==> src/rtl/div_tick_pkg.sv <==
// Purpose: shared types and constants for the divide-by-N tick generator.
// Latency: n/a (types and constants only).
// Backpressure: n/a.
package div_tick_pkg;

  // Pending-configuration state: IDLE accepts a new config, PEND holds one
  // in the shadow registers until the counter reaches a safe apply point.
  typedef enum logic {
    IDLE = 1'b0,
    PEND = 1'b1
  } cfg_state_e;

  // Smallest divide ratio minus one that still yields a meaningful tick.
  localparam int unsigned MIN_DIV_M1 = 1;

endpackage

==> src/rtl/div_tick_cnt.sv <==
// Purpose: free-running divide counter with wrap detect and synchronous apply-clear.
// Latency: counter updates on each rising edge; o_wrap is combinational from current count.
// Backpressure: none; i_en low freezes the count.
//
// Ports:
//   clk, rst_n   clock and asynchronous active-low reset
//   i_en         count enable
//   i_apply      clear the counter to 0 on this edge (new config takes effect)
//   i_div_m1     active divide ratio minus one (wrap point)
//   o_cnt        current counter value
//   o_wrap       counter sits on its wrap value with enable high
module div_tick_cnt #(
  parameter int CNT_W = 8
) (
  input  logic             clk,
  input  logic             rst_n,
  input  logic             i_en,
  input  logic             i_apply,
  input  logic [CNT_W-1:0] i_div_m1,
  output logic [CNT_W-1:0] o_cnt,
  output logic             o_wrap
);

  logic [CNT_W-1:0] r_cnt;
  logic [CNT_W-1:0] w_cnt_nxt;
  logic             w_wrap;

  assign w_wrap = i_en && (r_cnt == i_div_m1);

  // Apply wins over everything, including a held (en=0) counter.
  // The increment cannot overflow: the wrap point is at most 2^CNT_W-1.
  always_comb begin
    w_cnt_nxt = r_cnt;
    if (i_apply) begin
      w_cnt_nxt = '0;
    end else if (w_wrap) begin
      w_cnt_nxt = '0;
    end else if (i_en) begin
      w_cnt_nxt = r_cnt + 1'b1;
    end
  end

  always_ff @(posedge clk or negedge rst_n) begin
    if (!rst_n) begin
      r_cnt <= '0;
    end else begin
      r_cnt <= w_cnt_nxt;
    end
  end

  assign o_cnt  = r_cnt;
  assign o_wrap = w_wrap;

endmodule

==> src/rtl/div_tick_gen.sv <==
// Purpose: programmable divide-by-N tick generator with a one-deep shadowed config port.
// Latency: po_flag rises one cycle after the edge that samples cnt==phase; configs apply at the next wrap.
// Backpressure: cfg_rdy drops while a config is pending; cfg_vld offered while cfg_rdy=0 is ignored.
//
// Ports:
//   clk, rst_n              clock and asynchronous active-low reset
//   en                      count enable (counter and po_sq hold when low)
//   cfg_vld / cfg_rdy       configuration handshake
//   cfg_div_m1, cfg_phase   requested ratio minus one and pulse phase
//   po_flag                 registered one-cycle tick per divide period
//   po_sq                   registered square wave (only with DIV_TICK_SQUARE_EN defined)
//   cnt_o                   current counter value
// Optional feature macro: DIV_TICK_SQUARE_EN adds the po_sq output.
module div_tick_gen
  import div_tick_pkg::*;
#(
  parameter int CNT_W      = 8,
  parameter int RST_DIV_M1 = 3,
  parameter int RST_PHASE  = 2
) (
  input  logic             clk,
  input  logic             rst_n,
  input  logic             en,
  input  logic             cfg_vld,
  input  logic [CNT_W-1:0] cfg_div_m1,
  input  logic [CNT_W-1:0] cfg_phase,
  output logic             cfg_rdy,
  output logic             po_flag,
`ifdef DIV_TICK_SQUARE_EN
  output logic             po_sq,
`endif
  output logic [CNT_W-1:0] cnt_o
);

  localparam logic [CNT_W-1:0] RST_DIV_M1_V = CNT_W'(RST_DIV_M1);
  localparam logic [CNT_W-1:0] RST_PHASE_V  = CNT_W'(RST_PHASE);
  localparam logic [CNT_W-1:0] MIN_DIV_M1_V = CNT_W'(MIN_DIV_M1);

  cfg_state_e       r_state;
  cfg_state_e       w_state_nxt;
  logic [CNT_W-1:0] r_div_m1;
  logic [CNT_W-1:0] r_phase;
  logic [CNT_W-1:0] r_shd_div_m1;
  logic [CNT_W-1:0] r_shd_phase;
  logic             r_flag;
  logic [CNT_W-1:0] w_cnt;
  logic             w_wrap;
  logic             w_accept;
  logic             w_apply;
  logic             w_cfg_rdy;
  logic [CNT_W-1:0] w_cap_div_m1;
  logic [CNT_W-1:0] w_cap_phase;

  div_tick_cnt #(
    .CNT_W (CNT_W)
  ) u_cnt (
    .clk      (clk),
    .rst_n    (rst_n),
    .i_en     (en),
    .i_apply  (w_apply),
    .i_div_m1 (r_div_m1),
    .o_cnt    (w_cnt),
    .o_wrap   (w_wrap)
  );

  // Clamp at capture so the active registers always hold a legal pair:
  // div_m1 >= 1 and phase <= div_m1 (a phase past the wrap would never fire).
  always_comb begin
    w_cap_div_m1 = (cfg_div_m1 == '0) ? MIN_DIV_M1_V : cfg_div_m1;
    w_cap_phase  = (cfg_phase > w_cap_div_m1) ? w_cap_div_m1 : cfg_phase;
  end

  assign w_accept = cfg_vld && w_cfg_rdy;

  // ---- pending-config FSM: state register ----
  always_ff @(posedge clk or negedge rst_n) begin
    if (!rst_n) begin
      r_state <= IDLE;
    end else begin
      r_state <= w_state_nxt;
    end
  end

  // ---- pending-config FSM: next state ----
  always_comb begin
    w_state_nxt = r_state;
    unique case (r_state)
      IDLE:    if (w_accept) w_state_nxt = PEND;
      PEND:    if (w_apply)  w_state_nxt = IDLE;
      default: w_state_nxt = IDLE;
    endcase
  end

  // ---- pending-config FSM: outputs ----
  // A stalled counter would never reach its wrap, so a pending config is
  // applied on the next edge whenever en is low.
  always_comb begin
    w_cfg_rdy = 1'b0;
    w_apply   = 1'b0;
    unique case (r_state)
      IDLE:    w_cfg_rdy = 1'b1;
      PEND:    w_apply   = w_wrap || !en;
      default: w_cfg_rdy = 1'b0;
    endcase
  end

  // Shadow capture and active-config load. Accept only happens in IDLE and
  // apply only in PEND, so a config accepted on a wrap edge waits a full period.
  always_ff @(posedge clk or negedge rst_n) begin
    if (!rst_n) begin
      r_shd_div_m1 <= RST_DIV_M1_V;
      r_shd_phase  <= RST_PHASE_V;
      r_div_m1     <= RST_DIV_M1_V;
      r_phase      <= RST_PHASE_V;
    end else begin
      if (w_accept) begin
        r_shd_div_m1 <= w_cap_div_m1;
        r_shd_phase  <= w_cap_phase;
      end
      if (w_apply) begin
        r_div_m1 <= r_shd_div_m1;
        r_phase  <= r_shd_phase;
      end
    end
  end

  // The tick compares against the config active at the sampling edge.
  always_ff @(posedge clk or negedge rst_n) begin
    if (!rst_n) begin
      r_flag <= 1'b0;
    end else begin
      r_flag <= en && (w_cnt == r_phase);
    end
  end

`ifdef DIV_TICK_SQUARE_EN
  logic             r_sq;
  logic [CNT_W-1:0] w_sq_cnt_nxt;
  logic [CNT_W-1:0] w_sq_div_nxt;

  // Square wave is a function of the post-edge count and ratio, so it is
  // registered in step with the counter. With en low and no apply both
  // inputs are unchanged, which makes po_sq hold.
  always_comb begin
    w_sq_div_nxt = w_apply ? r_shd_div_m1 : r_div_m1;
    w_sq_cnt_nxt = w_cnt;
    if (w_apply || w_wrap) begin
      w_sq_cnt_nxt = '0;
    end else if (en) begin
      w_sq_cnt_nxt = w_cnt + 1'b1;
    end
  end

  always_ff @(posedge clk or negedge rst_n) begin
    if (!rst_n) begin
      r_sq <= 1'b1;
    end else begin
      r_sq <= (w_sq_cnt_nxt <= (w_sq_div_nxt >> 1));
    end
  end

  assign po_sq = r_sq;
`endif

  assign cfg_rdy = w_cfg_rdy;
  assign po_flag = r_flag;
  assign cnt_o   = w_cnt;

endmodule

==> config.mk <==
export PLATFORM = sky130hd
export DESIGN_NAME = div_tick_gen
export DESIGN_NICKNAME = d
export VERILOG_FILES = /design/src/rtl/div_tick_pkg.sv /design/src/rtl/div_tick_cnt.sv /design/src/rtl/div_tick_gen.sv
export SDC_FILE = /design/constraint.sdc
export NUM_CORES = 1
export LEC_CHECK = 0
export ABC_AREA = 1
export BUFFER_PORTS_ARGS = -buffer_cell sky130_fd_sc_hd__buf_2
export CORE_ASPECT_RATIO = 1.5
export CORE_UTILIZATION = 50
export DETAILED_ROUTE_END_ITERATION = 12
export PLACE_DENSITY = 0.81
export SLEW_MARGIN = 20
export SYNTH_ARGS = -nofsm -noshare
export SYNTH_HDL_FRONTEND = slang
export SYNTH_SLANG_ARGS = --single-unit
export TNS_END_PERCENT = 100
==> constraint.sdc <==
create_clock -name clk -period 1.48 [get_ports clk]
set_input_delay 0.296 -clock clk [delete_from_list [all_inputs] [get_ports clk]]
set_output_delay 0.296 -clock clk [all_outputs]
set_load 0.01 [all_outputs]
**After elaboration in Yosys (flattened, before gate mapping)**

Cells that the tools add are included.

- Register bits after elaboration: 42
- Bits of input ports: 20
- Output and inout bits: 10
- Word-level logic and storage cells: 29

- Add/sub/neg operators: 1
- Magnitude comparators: 1
- Equal/unequal tests: 2
- Mux-type cells: 10
- Bitwise operators: 1
- Reductions and logical operators: 7

Operator list:

| cell | number |
|---|---|
| $mux W8 | 5 |
| $eq A8 B8 Y1 | 2 |
| $add A8 B1 Y8 const B | 1 |
| $gt A8 B8 Y1 | 1 |
| $logic_not A8 Y1 | 1 |
| $mux W1 | 4 |
| $logic_and A1 B1 Y1 | 3 |
| $reduce_bool A3 Y1 | 1 |
| $pmux W1 S2 | 1 |
| $logic_not A1 Y1 | 1 |
| $logic_or A1 B1 Y1 | 1 |
| $not A1 Y1 | 1 |

**Logic depth before layout (Yosys ltp)**

- Word-level depth: 6
- Gate-level depth with buffers: 17
- Mapped depth without buffers: 17

**Modules after synthesis**

A second synthesis with hierarchy kept.

- Cells, all modules: 298
- Area, all modules: 2329.7 µm²

Modules (own cells, without submodules):

| module | instances | cells each | area an instance (µm²) | sequential area each (µm²) |
|---|---|---|---|---|
| div_tick_gen | 1 | 215 | 1756.7 | 858.3 |
| div_tick_cnt | 1 | 83 | 573.0 | 200.2 |

**Worst setup path after synthesis**

Ideal clock, no wire load.

- Path kind: input to register
- From: in cfg_div_m1[7]
- To: reg r_shd_phase[0]
- Setup time: 0.118 ns
- Arrival: 1.488 ns
- Required time: 1.362 ns
- Path slack: -0.125 ns
- Stages: 11
- Path buffers: 0
- Cell sequence: inv_1 -> nand4_1 -> nor2_1 -> nor2_1 -> inv_1 -> ha_1 -> nand4_2 -> nand2_1 -> nand2_1 -> nand3_1 -> nand2_1

- Cells in the longest elaborated chain, start to end: 4

Ends and longest elaborated chain:

| element | RTL line | source |
|---|---|---|
| start, declared | div_tick_gen.sv:25 | `input logic [CNT_W-1:0] cfg_div_m1,` |
| $logic_not A8 Y1 * | div_tick_gen.sv:69 | `w_cap_div_m1 = (cfg_div_m1 == '0) ? MIN_DIV_M1_V : cfg_div_m1;` |
| $mux W8 * | div_tick_gen.sv:69 |  |
| net w_cap_div_m1[0] | div_tick_gen.sv:51 | `logic [CNT_W-1:0] w_cap_div_m1;` |
| $gt A8 B8 Y1 | div_tick_gen.sv:70 | `w_cap_phase = (cfg_phase > w_cap_div_m1) ? w_cap_div_m1 : cfg_phase;` |
| $mux W8 * | div_tick_gen.sv:70 |  |
| end signal, assigned | div_tick_gen.sv:118 | `r_shd_phase <= w_cap_phase;` |
| end, declared | div_tick_gen.sv:44 | `logic [CNT_W-1:0] r_shd_phase;` |

The timed path passes the listed nets; every way through them passes the cells marked *.
A chain may end at the register's enable or synchronous reset.

**Final worst setup path**

- From: reg r_div_m1[0]
- To: reg r_div_m1[5]

- Cells in the longest elaborated chain, start to end: 4

Ends and longest elaborated chain:

| element | RTL line | source |
|---|---|---|
| start, declared | div_tick_gen.sv:41 | `logic [CNT_W-1:0] r_div_m1;` |
| start signal, assigned | div_tick_gen.sv:121 | `r_div_m1 <= r_shd_div_m1;` |
| $eq A8 B8 Y1 | div_tick_cnt.sv:28 | `assign w_wrap = i_en && (r_cnt == i_div_m1);` |
| $logic_and A1 B1 Y1 | div_tick_cnt.sv:28 |  |
| $logic_or A1 B1 Y1 | div_tick_gen.sv:102 | `PEND: w_apply = w_wrap \|\| !en;` |
| $mux W1 | div_tick_gen.sv:100 | `unique case (r_state)` |

No other way between the ends.

==> reports/qor.txt <==
======================================================================================
Post-route minimum period                                                      1.57 ns
Max-slew headroom                                                                0.740
CP Data Arrival Time                                                           1.75 ns
Number of vias per cell after detailed routing                                    5.52
Gate power share                                                                 0.405
Library cell occupying the most area in the post-synthesis netlist             dfrtp_1
Post-synth cell types                                                               28
Min setup slack post-route                                                  -0.0902 ns
Maximum clock path buffer count                                                      2
Total detailed-routing wirelength                                              6.12 mm
Post-synthesis sequential element count                                             42
Number of detailed-route iterations in the first pass                                8
Number of inserted diodes                                                            0
Clock tree root driver cell                                                   clkbuf_8
Share of total power consumed by net switching                                   0.385
Cell count after placement                                                         377
Clock latency at the later pin of the worst-skew pair                          0.29 ns
Prevailing post-synth register cell                                            dfrtp_1
Placer Congestion                                                                0.878
RSZ-0062 raised after global routing                                               yes
Antenna violations before repair                                                     0
Internal Pwr Total                                                             3.04 mW
Clk sinks                                                                           42
Via Count                                                                         2195
Number of I/O pins                                                                  30
Kind of start point of the critical path                                     flip-flop
Cell area after synthesis                                                   2300 sq um
Chip Height                                                                    85.1 um
Final hold violation count                                                           0
Synthesized area per cell                                                   8.19 sq um
Required time of the critical path                                             1.66 ns
Post-detailed-route count of antenna-violating nets                                  0
Number of rows created at floorplan                                                 29
Placeable core area                                                         4320 sq um
Area Growth Syn to Fin                                                           39.0%
Register area                                                               1060 sq um
Violations in the final reports                                           DRC, setup timing
Initial Utilization                                                              0.533
Full die area                                                               4880 sq um
Worst hold-check path type                                                      in2reg
Clock slew at the register clock pins of the worst setup and hold paths        0.08 ns
Slew at the pin with the worst max-slew slack                                 0.390 ns
Synth Net Count                                                                    310
DRC violations left                                                                  2
P per Cell Area                                                           1550 nW/um^2
Skew final                                                                  0.00957 ns
Violation count after the first detailed-routing iteration                         124
Total congestion overflow                                                            0
Number of buffers created by CTS                                                     5
Ratio of cells with drive above 1 in the final layout                            0.389
Critical path capture point type                                             flip-flop
Net total in the final layout                                                      380
Setup violators final                                                               17
Fmax achieved                                                                  637 MHz
Post-route fraction of the period consumed by the critical path                   1.06
Power share of the sequential group                                              0.414
Max_cap viols                                                                        0
Number of I/O port buffers                                                          29
Largest net degree at the start of global routing                                   29
Number of filler cells placed in the layout                                        299
Finished Core Util                                                               0.741
Static leakage                                                                 1.63 nW
Result of the run                                                         finished, violations left
Most used cells in the layout excluding fill and tap cells                nand2_1, buf_4, dfrtp_1
Wire length of the first global-routing pass                                   8.71 mm
Largest fanout on the critical path                                                  8
Top post-synthesis cells by area                                          dfrtp_1, nand2_1, nand3_1
Total Routing Usage GR                                                           0.233
Area share of the largest cell type after synthesis                              0.392
Fraction of power consumed by the clock network                                  0.181
Share of flip-flops with an asynchronous set or reset after synthesis             1.00
Average detailed-routed wire length per instance                               15.4 um
Area of the multi-input gates                                               1280 sq um
Synthesized netlist cell count                                                     281
Worst IR Drop VDD                                                             0.638 mV
Switching power                                                                1.91 mW
Count of flip-flops with a built-in enable after synthesis                           0
Critical path class                                                            reg2reg
Count of placed standard cells in the final layout, fillers left out               398
Die width                                                                      57.4 um
Fraction of the yosys area taken by sequential cells                             0.460
Depth of the CTS H-tree                                                              2
Yosys warnings                                                                       0
Most common cell after layout, fill and taps aside                             nand2_1
Final-report max-slew violation count                                                0
Half-perimeter wire length after placement                                     3.84 mm
Number of global-route vias before repair                                         2052
Clock tree from TritonCTS                                                          yes
======================================================================================
-- power groups by stage --
stage	combinational [mW]	sequential [mW]	clock, mW
final	2.00	2.05	0.893
after global routing	2.22	2.09	0.937
after CTS	1.59	1.94	0.899
after detailed placement	1.56	1.95	0
after global placement	1.52	1.93	0
after floorplan	1.15	1.91	0
-- critical path: stages (launching register included) --
cell and delay [ns]:
dfstp_2 0.56, inv_2 0.04, nand2_2 0.05, nand4_1 0.09, nor2_2 0.14, nand2_2 0.11
nand2_8 0.16, nand2_4 0.11, nand2_1 0.11, nand2_1 0.07
-- through the flow --
stage	hold WS [ns]	setup slack (ns)	total power [mW]	area (sq um)	setup TNS [ns]
final	0.323	-0.0902	4.94	3200	-0.855
after floorplan	0.000409	0.000294	3.06	2350	0
after detailed placement	0.236	-0.245	3.51	2730	-1.82
after CTS	0.290	-0.00768	4.42	2850	-0.00768
after global placement	0.234	-0.178	3.45	2730	-1.31
after global routing	0.343	-0.162	5.25	3200	-3.39
-- path summary, 6_finish.rpt --
path | startpoint | end | cells past startpoint | slack, ns
min in group asynchronous | rst_n | u_cnt.o_cnt[7] | 2 | 0.45
worst min register to register | r_shd_phase[1] | r_phase[1] | 2 | 0.47
worst max-delay path | r_div_m1[0] | r_div_m1[5] | 9 | -0.09
max in group asynchronous | rst_n | r_shd_phase[1] | 3 | 0.48
worst max register to register | r_div_m1[0] | r_div_m1[5] | 9 | -0.09
worst min-delay path | cfg_phase[1] | r_shd_phase[1] | 5 | 0.32
-- cells in the mapped netlist (2+ instances only) --
| cell type | count |
|---|---|
| buf_2 | 2 |
| nand3_1 | 37 |
| xnor2_1 | 6 |
| nor2_1 | 14 |
| nand2_4 | 2 |
| ha_1 | 9 |
| xnor2_2 | 2 |
| nand4_1 | 3 |
| dfrtp_1 | 36 |
| o22ai_1 | 2 |
| inv_1 | 31 |
| buf_6 | 4 |
| nand2_2 | 2 |
| buf_4 | 3 |
| xor2_1 | 7 |
| nand2_1 | 87 |
| a21oi_1 | 7 |
| o21ai_0 | 12 |
| dfstp_2 | 6 |
-- state kept, by name, indices dropped and copies added (netlist names) --
name / count
r_shd_div_m1: 8
po_flag: 1
r_shd_phase: 8
r_phase: 8
r_state: 1
r_div_m1: 8
u_cnt.o_cnt: 8
-- routing by layer --
layer,vias up,global-route usage,part of all wire
met5,-,0,0
met4,0,0.109,0.045
met3,24,0.0381,0.036
met2,78,0.448,0.57
met1,1052,0.233,0.35
li1,1041,-,-
-- timing repair --
action | in CTS | in global routing
hold buffers | 1 | 0
cloned | 0 | 4
pin swaps | 0 | 24
hold endpoints to repair | 14 | 0
setup buffers | 0 | 8
endpoints found under the setup margin | 1 | 25
gates resized for setup | 0 | 52
-- kinds of logic after synthesis --
group / share of synthesized area
AO/OA/AOI/OAI: 0.0609
adder cells (fa/ha/maj): 0.0489
XOR/XNOR: 0.0636
buffers and inverters: 0.0875
AND/OR/NAND/NOR: 0.279
flip-flops: 0.460
-- final cells by class --
type | instances | share of cell area
Timing Repair Buffer | 71 | 0.174
Clock inverter | 2 | 0.0117
Clock buffer | 6 | 0.0227
Inverter | 32 | 0.0415
Multi-Input combinational cell | 199 | 0.401
Sequential cell | 42 | 0.331
Tap cell | 46 | 0.0180
Power figures use the tool's default switching activity.
